--- config.mk ---
export PLATFORM = sky130hd
export DESIGN_NAME = icache_fill_ctrl
export DESIGN_NICKNAME = d
export VERILOG_FILES = /design/src/rtl/icache_pkg.sv /design/src/rtl/icache_fill_ctrl_line_assembler.sv /design/src/rtl/icache_fill_ctrl.sv
export SDC_FILE = /design/constraint.sdc
export NUM_CORES = 1
export LEC_CHECK = 0
export ABC_AREA = 1
export CAP_MARGIN = 25
export CORE_ASPECT_RATIO = 0.7
export CORE_MARGIN = 2
export CORE_UTILIZATION = 40
export DETAILED_ROUTE_END_ITERATION = 8
export GPL_TIMING_DRIVEN = 0
export PLACE_DENSITY = 0.69
export SYNTH_ARGS = -nofsm -noshare
export SYNTH_HDL_FRONTEND = slang
export SYNTH_SLANG_ARGS = --single-unit
--- constraint.sdc ---
create_clock -name clk -period 2.05 [get_ports clk]
set_input_delay 0.41 -clock clk [delete_from_list [all_inputs] [get_ports clk]]
set_output_delay 0.41 -clock clk [all_outputs]
set_load 0.05 [all_outputs]
--- src/rtl/icache_pkg.sv ---
// Shared widths, FSM encodings and address-field helpers for the icache refill path.
package icache_pkg;

    localparam int ADDR_W   = 32;
    localparam int OFFSET_W = 5;
    localparam int INDEX_W  = 6;
    localparam int TAG_W    = ADDR_W - INDEX_W - OFFSET_W;
    localparam int BEAT_W   = 64;
    localparam int BEATS    = 4;
    localparam int LINE_W   = BEATS * BEAT_W;
    localparam int WAYS     = 2;
    localparam int WAY_W    = $clog2(WAYS);
    localparam int CNT_W    = $clog2(BEATS);

    typedef enum logic [1:0] {
        IDLE  = 2'd0,
        FETCH = 2'd1,
        WRITE = 2'd2
    } fill_state_t;

    // Plain-vector views of the enum so the state register stays a simple logic vector.
    localparam logic [1:0] ST_IDLE  = IDLE;
    localparam logic [1:0] ST_FETCH = FETCH;
    localparam logic [1:0] ST_WRITE = WRITE;

    function automatic logic [ADDR_W-1:0] line_base(input logic [ADDR_W-1:0] addr);
        return {addr[ADDR_W-1:OFFSET_W], {OFFSET_W{1'b0}}};
    endfunction

    function automatic logic [INDEX_W-1:0] addr_index(input logic [ADDR_W-1:0] addr);
        return addr[OFFSET_W +: INDEX_W];
    endfunction

    function automatic logic [TAG_W-1:0] addr_tag(input logic [ADDR_W-1:0] addr);
        return addr[ADDR_W-1 -: TAG_W];
    endfunction

endpackage

--- src/rtl/icache_fill_ctrl_line_assembler.sv ---
// Collects memory beats into a full cache line; beat k lands in line slice k.
module line_assembler
    import icache_pkg::*;
(
    input  logic              clk,
    input  logic              rst,
    input  logic              clear,
    input  logic              beat_valid,
    input  logic [BEAT_W-1:0] beat_data,
    output logic [LINE_W-1:0] line,
    output logic              last_beat
);

    logic [CNT_W-1:0] cnt;

    always_ff @(posedge clk or negedge rst) begin
        if (!rst) begin
            cnt  <= '0;
            line <= '0;
        end else if (clear) begin
            cnt <= '0;
        end else if (beat_valid) begin
            line[int'(cnt) * BEAT_W +: BEAT_W] <= beat_data;
            cnt                                <= cnt + 1'b1;
        end
    end

    assign last_beat = (cnt == CNT_W'(BEATS - 1));

endmodule

--- src/rtl/icache_fill_ctrl.sv ---
// Icache refill engine: captures a miss, bursts the line in from memory, then writes one way.
module icache_fill_ctrl
    import icache_pkg::*;
(
    input  logic                clk,
    input  logic                rst,
    input  logic                miss_req,
    input  logic [ADDR_W-1:0]   miss_addr,
    input  logic [WAY_W-1:0]    lru_way,
    input  logic                flush,
    output logic                busy,
    output logic                fill_done,
    output logic                pmem_read,
    output logic [ADDR_W-1:0]   pmem_addr,
    input  logic                pmem_resp,
    input  logic [BEAT_W-1:0]   pmem_rdata,
    output logic [WAYS-1:0]     array_load,
    output logic [INDEX_W-1:0]  array_windex,
    output logic [TAG_W-1:0]    array_tag,
    output logic                array_valid,
    output logic [LINE_W-1:0]   array_line
);

    logic [1:0]          state;
    logic [INDEX_W-1:0]  index_q;
    logic [TAG_W-1:0]    tag_q;
    logic [WAY_W-1:0]    way_q;
    logic                abort_q;
    logic [LINE_W-1:0]   line_buf;
    logic                last_beat;
    logic                start;
    logic                in_fetch;
    logic                in_write;

    assign in_fetch = (state == ST_FETCH);
    assign in_write = (state == ST_WRITE);
    assign start    = (state == ST_IDLE) && miss_req;

    line_assembler u_line (
        .clk        (clk),
        .rst        (rst),
        .clear      (start),
        .beat_valid (in_fetch && pmem_resp),
        .beat_data  (pmem_rdata),
        .line       (line_buf),
        .last_beat  (last_beat)
    );

    always_ff @(posedge clk or negedge rst) begin
        if (!rst) begin
            state     <= ST_IDLE;
            pmem_addr <= '0;
            index_q   <= '0;
            tag_q     <= '0;
            way_q     <= '0;
            abort_q   <= 1'b0;
        end else begin
            case (state)
                ST_IDLE: begin
                    if (miss_req) begin
                        pmem_addr <= line_base(miss_addr);
                        index_q   <= addr_index(miss_addr);
                        tag_q     <= addr_tag(miss_addr);
                        way_q     <= lru_way;
                        abort_q   <= flush;
                        state     <= ST_FETCH;
                    end
                end
                ST_FETCH: begin
                    // Memory has no cancel: a flush only marks the burst to be dropped.
                    if (flush) abort_q <= 1'b1;
                    if (pmem_resp && last_beat) begin
                        state <= (abort_q || flush) ? ST_IDLE : ST_WRITE;
                    end
                end
                ST_WRITE: state <= ST_IDLE;
                default:  state <= ST_IDLE;
            endcase
        end
    end

    assign busy         = (state != ST_IDLE);
    assign pmem_read    = in_fetch;
    assign fill_done    = in_write;
    assign array_valid  = in_write;
    assign array_line   = in_write ? line_buf : '0;
    assign array_windex = index_q;
    assign array_tag    = tag_q;

    always_comb begin
        array_load = '0;
        if (in_write) array_load[way_q] = 1'b1;
    end

endmodule
==> results.py, run 1 <==
metrics = {
    "global_routing": {
        "grt_pass1_vias": 14985,
        "grt_max_degree": 117,
        "grt_pass1_wl_um": 84400,
        "antenna_found_initial": 0,
        "track_usage_pct": 27.2,
        "grt_overflow": 0,
    },
    "critical_path": {
        "path_class": "reg2out",
        "rr_worst_depth": 8,
        "worst-path-stages": 7,
        "cp_data_arrival_time_ns": 2.01,
        "slowest_delay_ns": 0.42,
        "worst_path_dominant_cell_family": "buffers and inverters",
        "slowest_stage": "dfrtp_1",
        "worst_ep_required_time_ns": 1.64,
        "crit_buf_inv": 5,
        "crit_fanout": 10,
        "startpoint_type": "flip-flop",
        "worstPathCellList": "inv_2 -> nor2_4 -> inv_6 -> buf_12 -> buf_4 -> nor2_2 -> buf_6",
        "end_kind": "output port",
    },
    "synth": {
        "ys_ff_latch": 289,
        "synth-async-reset-ratio_pct": 100,
        "synth_flop_cell": "dfrtp_1",
        "yosys_warnings": 0,
        "synth_area_per_cell_um2": 6.85,
        "netlist_area_um2": 15100,
        "ys_types": 21,
        "synth_edf_count": 0,
        "ys_seq_area_share_pct": 48.0,
        "syn_inst": 2199,
    },
    "clocking": {
        "clk-insertion-delay-late_ns": 0.57,
        "cts.sinks": 289,
        "cts-root-buf": "clkbuf_16",
        "cts_tree": "yes",
        "h-tree-depth": 1,
        "clk_path_buf_depth": 3,
        "cts-buffers-inserted": 30,
        "path_clk_slew_ns": 0.06,
    },
    "power_and_ir_drop": {
        "p_leak_nw": 10.3,
        "vdd_ir_drop_max_mv": 0.841,
        "p_per_area_nw_per_um2": 1150,
    },
    "layout": {
        "final_nets": 2765,
        "n_fill_cell": 3306,
        "area_delta_synth_final_pct": 48.4,
        "drive_above_1_share_pct": 26.0,
        "final_area_um2": 22400,
        "num_antenna_cells": 0,
        "ff_latch_area_um2": 7230,
        "multi_input_area_um2": 6850,
    },
    "drt": {
        "m1WireLength_um": 24200,
        "drt_iter0_drc": 1333,
        "drc": 0,
        "vias": 15507,
        "wl_met3_um": 4420,
        "wl_met2_um": 24500,
        "vias_per_cell": 4.90,
        "drt_wl_total_um": 54900,
        "ant_nets": 0,
        "drt-pass1-iter-count": 6,
        "dr.max_layer_used": "met4",
        "wire_per_inst_um": 17.4,
    },
    "placed_design": {
        "place_area_um2": 20200,
        "detailed_place_hpwl_um": 40000,
        "port_buffers": 411,
        "gp_congestion": 0.902,
    },
    "timing": {
        "post-route-period-util_pct": 118,
        "relSlewSlack_pct": 55.9,
        "finalWorstSetupSlack_ns": -0.368,
        "slew_violations": 0,
        "rsz0062_at_grt": "true",
        "hold_viol_final": 0,
        "setup_viol": 379,
        "fmax_ghz": 0.414,
        "worst_pin_slew_ns": 0.661,
        "finalCriticalPeriod_ns": 2.42,
        "whs_ns": 0.211,
        "clock_skew_ns": 0.0272,
    },
    "floorplanning": {
        "core_area_um2": 37100,
        "die_w_um": 236,
        "die_area_um2": 39300,
        "start_util_pct": 40.6,
        "ioPinCount": 423,
        "die_h_um": 166,
        "row_count": 59,
    },
    "flow_run": {
        "cap_violations": 0,
    },
    "min_path": {
        "hold_class": "in2reg",
        "worstHoldPathCells": 4,
    },
    "run_status": {
        "status": "complete, but fails checks",
        "violations": "setup timing",
    },
}
==> cell usage after synthesis, types with 2 or more instances <==
library cell,instances,share of area (%)
nor2_4,4,0.30
clkbuf_1,54,1.3
nand3_1,160,5.3
ha_1,5,0.42
buf_1,3,0.075
buf_4,34,1.7
nand3_2,2,0.13
nor2_1,454,11
buf_6,7,0.52
inv_2,4,0.10
buf_2,75,2.5
o21ai_0,67,2.2
dfrtp_1,289,48
nand2_1,767,19
inv_1,268,6.7
==> repair_timing <==
| item | CTS | global route |
|---|---|---|
| pin swaps | 0 | 3 |
| setup buffers | 2 | 6 |
| hold buffers | 1 | 0 |
| gates cloned | 0 | 2 |
| endpoints found under the hold margin | 58 | 0 |
| setup endpoints to repair | 572 | 663 |
| gates resized for setup | 1762 | 352 |
==> power breakdown <==
| group | leakage, nW | internal [mW] | switching [mW] |
|---|---|---|---|
| Combinational | 5.89 | 3.50 | 8.36 |
| Sequential | 3.95 | 7.50 | 1.17 |
| Clock | 0.459 | 2.92 | 2.36 |
==> worst min-delay path, stage by stage <==
cell,delay [ns]
buf_2,0.15
nand2_1,0.08
nand2_1,0.06
nand2_1,0.05
==> per-layer routing <==
layer  track usage, %  vias to the layer above
met4             7.98                        0
met1             38.5                     7391
met5                0                        -
li1                 -                     7377
met3             4.75                      100
met2             42.8                      639
==> metrics by stage <==
step / utilization (%) / total power [mW] / TNS [ns] / worst slack (ns) / cells
after global routing: 60.2 / 27.3 / -138.84 / -0.448 / 3164
after global placement: 54.3 / 19.7 / -3717.06 / -12.00 / 3102
after detailed placement: 54.4 / 19.9 / -265.85 / -0.868 / 3104
after floorplan: - / 16.1 / -47.93 / -0.241 / 2203
after CTS: 57.5 / 25.4 / -146.89 / -0.464 / 3156
final: 60.2 / 25.8 / -92.52 / -0.368 / 3164
==> worst paths after layout <==
check / start / endpoint / slack, ns
max in group asynchronous: rst / u_line.cnt[0] / 0.19
min: pmem_resp / state[0] / 0.21
min reg2reg: u_line.line[254] / u_line.line[254] / 0.48
min in group asynchronous: rst / u_line.line[156] / 0.36
max reg2reg: u_line.cnt[0] / u_line.line[194] / -0.11
max: state[1] / array_line[216] / -0.37
==> cells in the final DEF (no fill, tap or decap), types with 66 or more instances in the layout <==
cell type / count
nor2_1: 223
o21ai_0: 67
nand2_1: 765
nor2_2: 163
buf_4: 66
nor2_4: 73
nand3_1: 159
clkdlybuf4s50_1: 148
dfrtp_1: 287
buf_6: 217
inv_1: 268
==> final cells by class <==
type | instances | area share (%)
flip-flops and latches | 289 | 32.4
multi-input cells | 1469 | 30.6
repair buffers | 424 | 20.4
plain buffers | 172 | 5.24
inverters | 272 | 4.59
clock buffers | 42 | 3.88
well taps | 488 | 2.73
clock inverters | 8 | 0.229
==> flip-flops by register name (all words and copies together), names as in the netlist <==
register,count
abort_q,1
array_windex,5
pmem_addr,1
way_q,1
u_line.line,256
array_tag,21
u_line.cnt,2
state,2
==> cells by family (layout without fill, tap and decap cells) <==
kind of cell	after synthesis	in the layout	share of synthesized area, %
buffers and inverters	445	918	12.9
other	1	5	0.0249
AOI/OAI and AO/OA	68	68	2.26
adders and majority gates	5	5	0.415
DFF	289	289	48.0
and+or+nand+nor	1391	1391	36.4
(Power assumes the default switching activity.)
==> run 2, diff against run 1 <==
CORE_ASPECT_RATIO = default   (was 0.7)
CTS_BUF_LIST = sky130_fd_sc_hd__clkbuf_8   (was default)
HOLD_SLACK_MARGIN = 0.08   (was default)
==> results.py, run 2 (same netlist as run 1, synthesis figures left out) <==
metrics = {
    "drt": {
        "drt-pass1-iter-count": 6,
        "wire_per_inst_um": 16.6,
        "ant_nets": 0,
        "drt_iter0_drc": 1056,
        "dr.max_layer_used": "met4",
        "wl_met2_um": 25500,
        "vias_per_cell": 4.77,
        "m1WireLength_um": 22100,
        "drt_wl_total_um": 53500,
        "vias": 15392,
        "wl_met3_um": 3950,
        "drc": 0,
    },
    "layout": {
        "top_register": "u_line.line",
        "largest_reg_flops": 256,
        "fin_cells": 3225,
        "final_nets": 2783,
        "final_area_um2": 22700,
        "final_common_cell": "nand2_1",
        "drive_above_1_share_pct": 28.3,
        "final_cell_mix": "nand2_1, dfrtp_1, inv_1",
        "area_delta_synth_final_pct": 50.9,
        "num_antenna_cells": 0,
        "n_fill_cell": 3374,
    },
    "power_and_ir_drop": {
        "power_mw": 26.2,
        "p_leak_nw": 10.5,
        "p_per_area_nw_per_um2": 1150,
        "vdd_ir_drop_max_mv": 1.08,
    },
    "flow_run": {
        "cap_violations": 0,
    },
    "clocking": {
        "clk-insertion-delay-late_ns": 0.59,
        "cts.sinks": 289,
        "clk_path_buf_depth": 3,
        "cts-root-buf": "clkbuf_8",
        "cts-buffers-inserted": 50,
        "h-tree-depth": 2,
        "path_clk_slew_ns": 0.06,
        "cts_tree": "yes",
    },
    "placed_design": {
        "port_buffers": 411,
        "place_area_um2": 20200,
        "gp_congestion": 0.877,
        "detailed_place_hpwl_um": 38500,
        "placed_cells_incl_taps": 3127,
    },
    "timing": {
        "setup_viol": 375,
        "worst_pin_slew_ns": 0.669,
        "clock_skew_ns": 0.0182,
        "fmax_ghz": 0.412,
        "relSlewSlack_pct": 55.4,
        "finalCriticalPeriod_ns": 2.43,
        "post-route-period-util_pct": 118,
        "slew_violations": 0,
        "rsz0062_at_grt": "true",
        "hold_viol_final": 0,
        "whs_ns": 0.182,
        "finalWorstSetupSlack_ns": -0.379,
        "fin_tns_setup_ns": -96.43,
    },
    "min_path": {
        "hold_class": "in2reg",
    },
    "critical_path": {
        "startpoint_type": "flip-flop",
        "slowest_delay_ns": 0.45,
        "worst_ep_required_time_ns": 1.64,
        "cp_data_arrival_time_ns": 2.02,
        "slowest_stage": "dfrtp_2",
        "path_class": "reg2out",
        "crit_fanout": 10,
        "end_kind": "output port",
        "worstPathCellList": "nor2_4 -> inv_6 -> buf_12 -> buf_4 -> nor2_2 -> buf_6",
    },
    "floorplanning": {
        "core_area_um2": 37400,
        "ioPinCount": 423,
        "row_count": 71,
        "die_area_um2": 39200,
        "die_w_um": 198,
        "start_util_pct": 40.3,
        "die_h_um": 198,
    },
    "global_routing": {
        "grt_pass1_wl_um": 82100,
        "grt_pass1_vias": 15234,
        "antenna_found_initial": 0,
        "grt_max_degree": 122,
        "grt_overflow": 0,
        "track_usage_pct": 26.9,
    },
    "run_status": {
        "status": "complete, but fails checks",
        "violations": "setup timing",
    },
}
## run 2: power by group
group / total [mW] / internal (mW) / switching, mW / leakage (nW)
sequential: 8.66 / 7.51 / 1.16 / 3.95
clock: 5.66 / 3.16 / 2.49 / 0.601
combinational: 11.9 / 3.61 / 8.26 / 5.94
total: 26.2 / 14.3 / 11.9 / 10.5
## run 2: metal layers
layer  up-vias  global-route usage, %
li1       7435                      -
met1      7245                   35.2
met2       592                   44.1
met3       120                   4.80
met4         0                   11.0
met5         -                      0
## run 2: worst paths after layout
| path | start | to | slack, ns | cells past startpoint |
|---|---|---|---|---|
| worst min-delay path | pmem_resp | state[0] | 0.18 | 4 |
| worst max-delay path | state[0] | array_line[198] | -0.38 | 6 |
| worst min register to register | u_line.line[90] | u_line.line[90] | 0.48 | 2 |
| worst max register to register | u_line.cnt[0] | u_line.line[154] | -0.10 | 8 |
| min in group asynchronous | rst | u_line.line[233] | 0.36 | 2 |
| max in group asynchronous | rst | u_line.cnt[0] | 0.67 | 3 |
## run 2: final cells by class
cell class                      count  area (µm²)  area share (%)
Sequential cell                   289        7230            31.8
Buffer                            171        1210            5.34
Multi-Input combinational cell   1470        7010            30.8
Clock buffer                       67         922            4.06
Clock inverter                     23         156           0.688
Timing Repair Buffer              422        4530            19.9
Tap cell                          511         639            2.81
Inverter                          272        1030            4.51
## run 2: through the flow
stage | worst slack, ns | utilization [%]
global placement | -11.92 | 53.9
detailed placement | -0.940 | 54.1
global route | -0.424 | 60.8
floorplan | -0.241 | -
finish | -0.379 | 60.8
CTS | -0.393 | 58.4
## run 2: what timing repair did
action,in CTS,in global routing
setup buffers,2,4
resized for setup,1861,327
setup endpoints to repair,571,571
pin swaps,1,3
endpoints found under the hold margin,55,0
gates cloned,0,3
hold buffers,1,0
## run 2: worst max-delay path, delay by kind of cell, from the launching register on
family | cells | cell delay [ns]
buffers and inverters | 4 | 0.64
flip-flops | 1 | 0.45
AND/OR/NAND/NOR | 2 | 0.33
